===== src/rtl/deser_pkg.sv =====
// Shared types and helpers for the multilane deserializer.
package deser_pkg;

   typedef enum logic [1:0] {
      StIdle,
      StAcc,
      StFull
   } deser_state_e;

   // Width needed to count 0..beats inclusive.
   function automatic int unsigned len_w(input int unsigned beats);
      return $clog2(beats + 1);
   endfunction

endpackage


===== src/rtl/multilane_deserializer_if.sv =====
// Beat-input / word-output bus of the multilane deserializer.
interface multilane_deserializer_if import deser_pkg::*; #(
   parameter int unsigned DATA_O_W = 16,
   parameter int unsigned LANE_W   = 1
);
   localparam int unsigned LEN_W = len_w(DATA_O_W / LANE_W);

   logic [LANE_W-1:0]   data_i;
   logic                data_val_i;
   logic                data_rdy_o;
   logic                msb_first_i;
   logic                flush_i;
   logic [DATA_O_W-1:0] deser_data_o;
   logic [LEN_W-1:0]    deser_data_len_o;
   logic                deser_data_val_o;
   logic                deser_data_rdy_i;

   // Upstream beat source and downstream word sink.
   modport master (
      output data_i, data_val_i, msb_first_i, flush_i, deser_data_rdy_i,
      input  data_rdy_o, deser_data_o, deser_data_len_o, deser_data_val_o
   );

   modport slave (
      input  data_i, data_val_i, msb_first_i, flush_i, deser_data_rdy_i,
      output data_rdy_o, deser_data_o, deser_data_len_o, deser_data_val_o
   );
endinterface


===== src/rtl/deser_out_stage.sv =====
// Output word register; holds word, length and valid until the sink accepts.
module deser_out_stage #(
   parameter int unsigned DATA_W = 16,
   parameter int unsigned LEN_W  = 3
) (
   input  logic              clk_i,
   input  logic              arst_i,
   input  logic              load_i,
   input  logic [DATA_W-1:0] data_i,
   input  logic [LEN_W-1:0]  len_i,
   output logic              free_o,
   output logic [DATA_W-1:0] data_o,
   output logic [LEN_W-1:0]  len_o,
   output logic              val_o,
   input  logic              rdy_i
);
   logic [DATA_W-1:0] data_q;
   logic [LEN_W-1:0]  len_q;
   logic              val_q;

   // Register may take a new word when empty or emptying this cycle.
   assign free_o = !val_q || rdy_i;

   always_ff @(posedge clk_i or posedge arst_i) begin
      if (arst_i) begin
         data_q <= '0;
         len_q  <= '0;
         val_q  <= 1'b0;
      end else if (load_i) begin
         data_q <= data_i;
         len_q  <= len_i;
         val_q  <= 1'b1;
      end else if (rdy_i) begin
         val_q <= 1'b0;
      end
   end

   assign data_o = data_q;
   assign len_o  = len_q;
   assign val_o  = val_q;
endmodule


===== src/rtl/multilane_deserializer.sv =====
// Packs LANE_W-bit beats into DATA_O_W-bit words, MSB- or LSB-first, with flush
// of partial words and a valid/ready output stage.
module multilane_deserializer import deser_pkg::*; #(
   parameter int unsigned DATA_O_W = 16,
   parameter int unsigned LANE_W   = 1
) (
   input logic                     clk_i,
   input logic                     arst_i,
   multilane_deserializer_if.slave bus
);
   localparam int unsigned     BEATS     = DATA_O_W / LANE_W;
   localparam int unsigned     LEN_W     = len_w(BEATS);
   localparam logic [LEN_W-1:0] LAST_BEAT = LEN_W'(BEATS - 1);

   deser_state_e        state_q;
   logic [LEN_W-1:0]    cnt_q, cnt_nxt;
   logic [DATA_O_W-1:0] acc_q, acc_nxt, beat_word;
   logic                msb_q, msb_cur, data_rdy_q;
   logic                beat_fire, complete, out_free, load;
   logic [31:0]         shamt;

   always_comb begin
      beat_fire = bus.data_val_i && data_rdy_q;
      // The first beat of a word uses the live packing order; later beats the latched one.
      msb_cur   = (cnt_q == '0) ? bus.msb_first_i : msb_q;
      shamt     = msb_cur ? (BEATS - 1 - 32'(cnt_q)) * LANE_W : 32'(cnt_q) * LANE_W;
      beat_word = beat_fire ? (DATA_O_W'(bus.data_i) << shamt) : '0;
      acc_nxt   = acc_q | beat_word;
      cnt_nxt   = cnt_q + LEN_W'(beat_fire);
      complete  = (state_q != StFull) &&
                  ((beat_fire && cnt_q == LAST_BEAT) || (bus.flush_i && cnt_nxt != '0));
      // In FULL no beat is accepted, so acc_nxt/cnt_nxt equal the held word.
      load      = out_free && (complete || state_q == StFull);
   end

   always_ff @(posedge clk_i or posedge arst_i) begin
      if (arst_i) begin
         state_q    <= StIdle;
         cnt_q      <= '0;
         acc_q      <= '0;
         msb_q      <= 1'b0;
         data_rdy_q <= 1'b0;
      end else begin
         data_rdy_q <= 1'b1;
         if (beat_fire && cnt_q == '0) begin
            msb_q <= bus.msb_first_i;
         end
         if (load) begin
            state_q <= StIdle;
            cnt_q   <= '0;
            acc_q   <= '0;
         end else if (complete) begin
            state_q    <= StFull;
            cnt_q      <= cnt_nxt;
            acc_q      <= acc_nxt;
            data_rdy_q <= 1'b0;
         end else if (state_q == StFull) begin
            data_rdy_q <= 1'b0;
         end else if (beat_fire) begin
            state_q <= StAcc;
            cnt_q   <= cnt_nxt;
            acc_q   <= acc_nxt;
         end
      end
   end

   assign bus.data_rdy_o = data_rdy_q;

   deser_out_stage #(
      .DATA_W (DATA_O_W),
      .LEN_W  (LEN_W)
   ) u_out_stage (
      .clk_i  (clk_i),
      .arst_i (arst_i),
      .load_i (load),
      .data_i (acc_nxt),
      .len_i  (cnt_nxt),
      .free_o (out_free),
      .data_o (bus.deser_data_o),
      .len_o  (bus.deser_data_len_o),
      .val_o  (bus.deser_data_val_o),
      .rdy_i  (bus.deser_data_rdy_i)
   );
endmodule


===== src/flat_wrapper.sv =====
// flat-port wrapper written by rule: the top's interface ports become plain ports
module multilane_deserializer_flat import deser_pkg::*;
#(
   parameter int unsigned DATA_O_W = 16,
   parameter int unsigned LANE_W   = 1
)
  (clk_i, arst_i, bus_data_i, bus_data_val_i, bus_msb_first_i, bus_flush_i, bus_deser_data_rdy_i, bus_data_rdy_o, bus_deser_data_o, bus_deser_data_len_o, bus_deser_data_val_o);
  multilane_deserializer_if #(.DATA_O_W(DATA_O_W), .LANE_W(LANE_W)) bus_i ();
  input logic clk_i;
  input logic arst_i;
  input wire logic [$bits(bus_i.data_i)-1:0] bus_data_i;
  input wire logic [$bits(bus_i.data_val_i)-1:0] bus_data_val_i;
  input wire logic [$bits(bus_i.msb_first_i)-1:0] bus_msb_first_i;
  input wire logic [$bits(bus_i.flush_i)-1:0] bus_flush_i;
  input wire logic [$bits(bus_i.deser_data_rdy_i)-1:0] bus_deser_data_rdy_i;
  output wire logic [$bits(bus_i.data_rdy_o)-1:0] bus_data_rdy_o;
  output wire logic [$bits(bus_i.deser_data_o)-1:0] bus_deser_data_o;
  output wire logic [$bits(bus_i.deser_data_len_o)-1:0] bus_deser_data_len_o;
  output wire logic [$bits(bus_i.deser_data_val_o)-1:0] bus_deser_data_val_o;
  assign bus_i.data_i = bus_data_i;
  assign bus_i.data_val_i = bus_data_val_i;
  assign bus_i.msb_first_i = bus_msb_first_i;
  assign bus_i.flush_i = bus_flush_i;
  assign bus_i.deser_data_rdy_i = bus_deser_data_rdy_i;
  assign bus_data_rdy_o = bus_i.data_rdy_o;
  assign bus_deser_data_o = bus_i.deser_data_o;
  assign bus_deser_data_len_o = bus_i.deser_data_len_o;
  assign bus_deser_data_val_o = bus_i.deser_data_val_o;
  multilane_deserializer #(.DATA_O_W(DATA_O_W), .LANE_W(LANE_W)) u_core (.clk_i(clk_i), .arst_i(arst_i), .bus(bus_i));
endmodule

===== config.mk =====
export PLATFORM = sky130hd
export DESIGN_NAME = multilane_deserializer_flat
export DESIGN_NICKNAME = d
export VERILOG_FILES = /design/src/rtl/deser_pkg.sv /design/src/rtl/multilane_deserializer_if.sv /design/src/rtl/deser_out_stage.sv /design/src/rtl/multilane_deserializer.sv /design/src/flat_wrapper.sv
export SDC_FILE = /design/constraint.sdc
export NUM_CORES = 1
export LEC_CHECK = 0
export BUFFER_PORTS_ARGS = -buffer_cell sky130_fd_sc_hd__buf_4
export CELL_PAD_IN_SITES_DETAIL_PLACEMENT = 1
export CELL_PAD_IN_SITES_GLOBAL_PLACEMENT = 1
export CORE_MARGIN = 3
export CORE_UTILIZATION = 41
export CTS_BUF_LIST = sky130_fd_sc_hd__clkbuf_4 sky130_fd_sc_hd__clkbuf_8
export DETAILED_ROUTE_END_ITERATION = 7
export MAX_ROUTING_LAYER = met4
export PLACE_DENSITY = 0.8
export SYNTH_ARGS = -nofsm -noshare
export SYNTH_HDL_FRONTEND = slang
export SYNTH_SLANG_ARGS = --single-unit

===== constraint.sdc =====
create_clock -name clk_i -period 2.25 [get_ports clk_i]
set_input_delay 0.3375 -clock clk_i [delete_from_list [all_inputs] [get_ports clk_i]]
set_output_delay 0.3375 -clock clk_i [all_outputs]
set_load 0.02 [all_outputs]

==> results.md <==
Run status:
- The run finished with clean final reports.

Global route:
- The initial antenna violation count is 0.
- The total congestion overflow is 0.
- The pin count of the biggest net entering global routing is 48.
- The via count of the first global-routing pass came to 2075.
- For this run, the total global-route usage over all layers was measured as 23.8%.
- The first global-routing pass estimated 10900 um of wire.

Drt:
- Dividing the detail-routed wire length by the instance count gives 20.1 um.
- The top layer reached by signal wires is met4.
- The count of nets left with antenna violations after detail routing is 0.
- The number of DRC violations after detailed-routing iteration 0 is 148.
- In the routed design, unresolved DRC markers number 0.
- The detailed router put a total of 2920 um of wire on met1.
- The final wirelength is 7270 um.
- The total number of vias is 2026.
- Detailed routing placed a total of 3730 um of wire on met2.
- The met3 wire length is 351 um.
- The first detailed-routing pass took 4 iterations.
- In the routed layout, each cell is associated on average with a via count of 5.60.

Hold path:
- The path class of the tightest hold or removal check is input port to async pin.

Place:
- The routability congestion estimate is 0.807.
- The detailed-placement wirelength estimate is 4410 um.
- The number of input and output port buffers inserted is 29.
- The worst setup timing slack at the placement stage is -0.216 ns.

Worst setup path:
- The number of buffers and inverters on the critical path is 3.
- On the critical path the largest part of the delay comes from simple AND/OR/NAND/NOR gates.
- The largest fanout of any net on the critical path is 21.
- For this run, the slowest stage of the critical path takes 0.42 ns.
- The setup check on the worst reg-to-reg path leaves a slack of 0.01 ns.
- The type of the setup path with the least slack is flop to flop.
- The largest individual stage delay along the critical path comes from the cell dfrtp_2.
- STA puts the critical path data arrival time at 2.43 ns.
- The worst register-to-register path has a depth of 12.
- For the worst setup path, the data required time is 2.44 ns.
- The worst setup path is captured at a flop.
- The reg-to-reg endpoint is u_core.u_out_stage.data_o[2].
- In this run the critical register-to-register path is launched from u_core.bus.data_rdy_o.
- The critical path goes through nand2_2 > inv_2 > ha_4 > ha_4 > and4_4 > nor3_4 > o41ai_4 > buf_6 > a31o_4 > buf_12 > nand2_1 > o21ai_1.
- The worst setup path is launched from a flop.
- The launch point of the worst path is u_core.bus.data_rdy_o.
- The most numerous cell type found on the critical path is ha_4.

Clock network:
- The later pin in the worst-skew pair is clocked with a latency of 0.31 ns.
- The number of hold buffers added after cts is 0.
- The TritonCTS clock tree is done.
- For this design, the sink count on the clock tree is 47.
- The H-tree was split into 2 levels.
- The number of buffers created by CTS is 5.
- The root buffer cell is clkbuf_8.
- The maximum count of clock buffers along a single path is 2.
- After clock tree synthesis, the clock-pin slew on the worst setup and hold paths is 0.09 ns.

Timing:
- For the final database, setup skew stands at 0.00845 ns.
- The final worst-path setup slack is 0.0144 ns.
- The final hold slack is 0.187 ns.
- The clock period could shrink to 2.24 ns.
- The worst path uses 99.4% of the clock period.
- At the pin with the least slew margin, the transition time is 0.708 ns.
- Setup violations remaining at the end of the flow were counted as 0.
- The number of hold violations in the final report is 0.
- The achievable frequency is 447 MHz.
- Setup repair after global routing could not meet its margin everywhere.
- The final-report max-slew violation count is 0.
- In this run the tightest slew margin relative to its limit is 52.5%.

Power and ir drop:
- In this run the static leakage power is 1.38 nW.
- Summed over all nets, the switching power comes to 0.00182 W.
- Combinational cells account for 52.5% of the total power.
- The areal power density over the cells is 1420 nW/um^2.
- The clock network accounts for 15.8% of the total power.
- The net switching share of the total power is 43.0%.
- IR analysis of the VDD net gives a maximum drop of 0.000553 V.
- The internal power component is 0.00241 W.
- The fraction of power consumed by sequential logic is 31.7%.

Synthesis:
- The top cell type's share of synthesized area is 52.9%.
- After synthesis the cells add up to 2220 um^2.
- After synthesis, the most frequently instantiated cells are dfrtp_1 (47), nand2_1 (35), a21oi_1 (34).
- The average instance area after synthesis is 9.43 um^2.
- The share of the yosys chip area belonging to registers is 52.9%.
- The number of flops mapped to enable cells by yosys is 0.
- In the post-synthesis netlist, the biggest area contributors are dfrtp_1 (53%), a21oi_1 (7.6%), nand2_1 (5.9%).
- dfrtp_1 is the most common cell in the netlist.
- The largest total area in the synthesized netlist belongs to dfrtp_1.
- The net count after synthesis is 245.
- The synthesized netlist cell count is 236.
- The most used flip-flop cell after synthesis is dfrtp_1.
- The synthesized netlist contains 33 unique library cells.
- The post-synthesis sequential element count is 47.
- The Yosys warning count is 0.
- The async set or reset register ratio after synthesis is 100%.

Finish:
- The core occupancy in the finished layout is 57.6%.
- The area of combinational cells with multiple inputs is 1080 um^2.
- The area of all sequential standard cells is 1180 um^2.
- The layout has 576 filler cells.
- The number of nets in the final layout is 300.
- The layout cell share with drive strength beyond 1 is 36.0%.
- The repair_antennas step left the layout with diodes totalling 0.
- Compared with the post-synthesis result, the final layout area differs by 33.9%.

Floorplanning:
- The core region is 5170 um^2.
- The standard-cell row count is 26.
- The die is 79.7 um wide.
- The effective utilization at floorplan is 43.0%.
- The area of the die is 6350 um^2.
- The vertical die dimension is 79.7 um.
- In this run the count of I/O pins placed on the die edge is 30.

Job:
- The tool flagged a number of max-cap violations equal to 0.
## worst max path at each step
stage                                         to  slack (ns)  cells after the start
finish              u_core.u_out_stage.data_o[2]        0.01                     12
global route        u_core.u_out_stage.data_o[2]        -0.1                     12
global placement                 u_core.cnt_q[0]       -0.07                     12
CTS                              u_core.cnt_q[3]       -0.02                     11
detailed placement               u_core.cnt_q[1]       -0.22                     12
floorplan           u_core.u_out_stage.data_o[2]       -0.07                     12
## layout make-up
| type | instances | share of cell area [%] |
|---|---|---|
| flip-flops and latches | 47 | 39.5 |
| multi-input cells | 173 | 36.2 |
| repair buffers | 58 | 16.5 |
| well taps | 70 | 2.94 |
| clock buffers | 6 | 2.77 |
| clock inverters | 2 | 1.30 |
| inverters | 6 | 0.756 |
## worst min-delay path: stages
cell and delay (ns):
buf_4 0.11, inv_2 0.03, buf_4 0.49
## timing repair
action                                  4_1_cts  5_1_grt
endpoints found under the setup margin       43       42
buffers inserted                              4        1
pin swaps                                     2        1
cloned                                        1        0
gates resized for setup                       8       33
## per-layer routing
layer,track usage (%),up-vias
li1,-,921
met1,28.6,1008
met2,39.3,69
met3,4.06,28
met4,10.3,0
met5,-,-
## cells in the final DEF (no fill, tap or decap), drive strengths merged, types with 2 or more instances in the layout
cell     Yosys  routed
inv          6       7
o2bb2ai      2       2
nor2        31      31
ha           2       2
and3         2       2
nor3         4       4
nand3        8       8
a31oi        4       4
nand2       35      35
o21ai       22      22
dfrtp       47      47
buf          8      58
a21oi       34      34
or2          2       2
nand4        2       2
nand2b       8       8
mux2i        6       6
nor2b        2       2
clkbuf       2       6
## sequential cells by signal, summed over array words and instances, names as in the netlist
| name | cells |
|---|---|
| u_core.acc_q | 16 |
| u_core.u_out_stage.data_o | 16 |
| u_core.cnt_q | 5 |
| u_core.u_out_stage.len_o | 5 |
| u_core.state_q | 2 |
| u_core.bus.data_rdy_o | 1 |
| u_core.msb_q | 1 |
| u_core.u_out_stage.val_o | 1 |
## logic make-up (layout without fill, tap and decap cells)
logic type | count (synthesis) | count (layout) | share of synthesized area, %
compound gates | 66 | 66 | 18.0
xor+xnor | 1 | 1 | 0.731
fa+ha+maj | 2 | 2 | 1.12
buf+inv | 16 | 72 | 4.05
flops | 47 | 47 | 52.9
mux | 7 | 7 | 3.21
simple gates | 97 | 97 | 20.0
## per-stage QoR
step	area, um^2	setup TNS [ns]	total power (W)	cells
6_report	2980	0	0.00423	362
2_1_floorplan	2280	-1.11	0.00247	236
5_1_grt	2980	-1.53	0.00446	362
3_5_place_dp	2720	-5.98	0.00322	349
3_3_place_gp	2720	-1.27	0.00314	349
4_1_cts	2920	-0.0304	0.00409	362
## power by group through the flow
| stage | Clock [W] | Combinational [W] | Sequential [W] |
|---|---|---|---|
| 2_1_floorplan | 0 | 0.00103 | 0.00145 |
| 3_3_place_gp | 0 | 0.00182 | 0.00131 |
| 3_5_place_dp | 0 | 0.00188 | 0.00133 |
| 4_1_cts | 0.000672 | 0.00209 | 0.00132 |
| 5_1_grt | 0.000719 | 0.00237 | 0.00137 |
| 6_report | 0.000667 | 0.00222 | 0.00134 |
(Power assumes the default switching activity.)
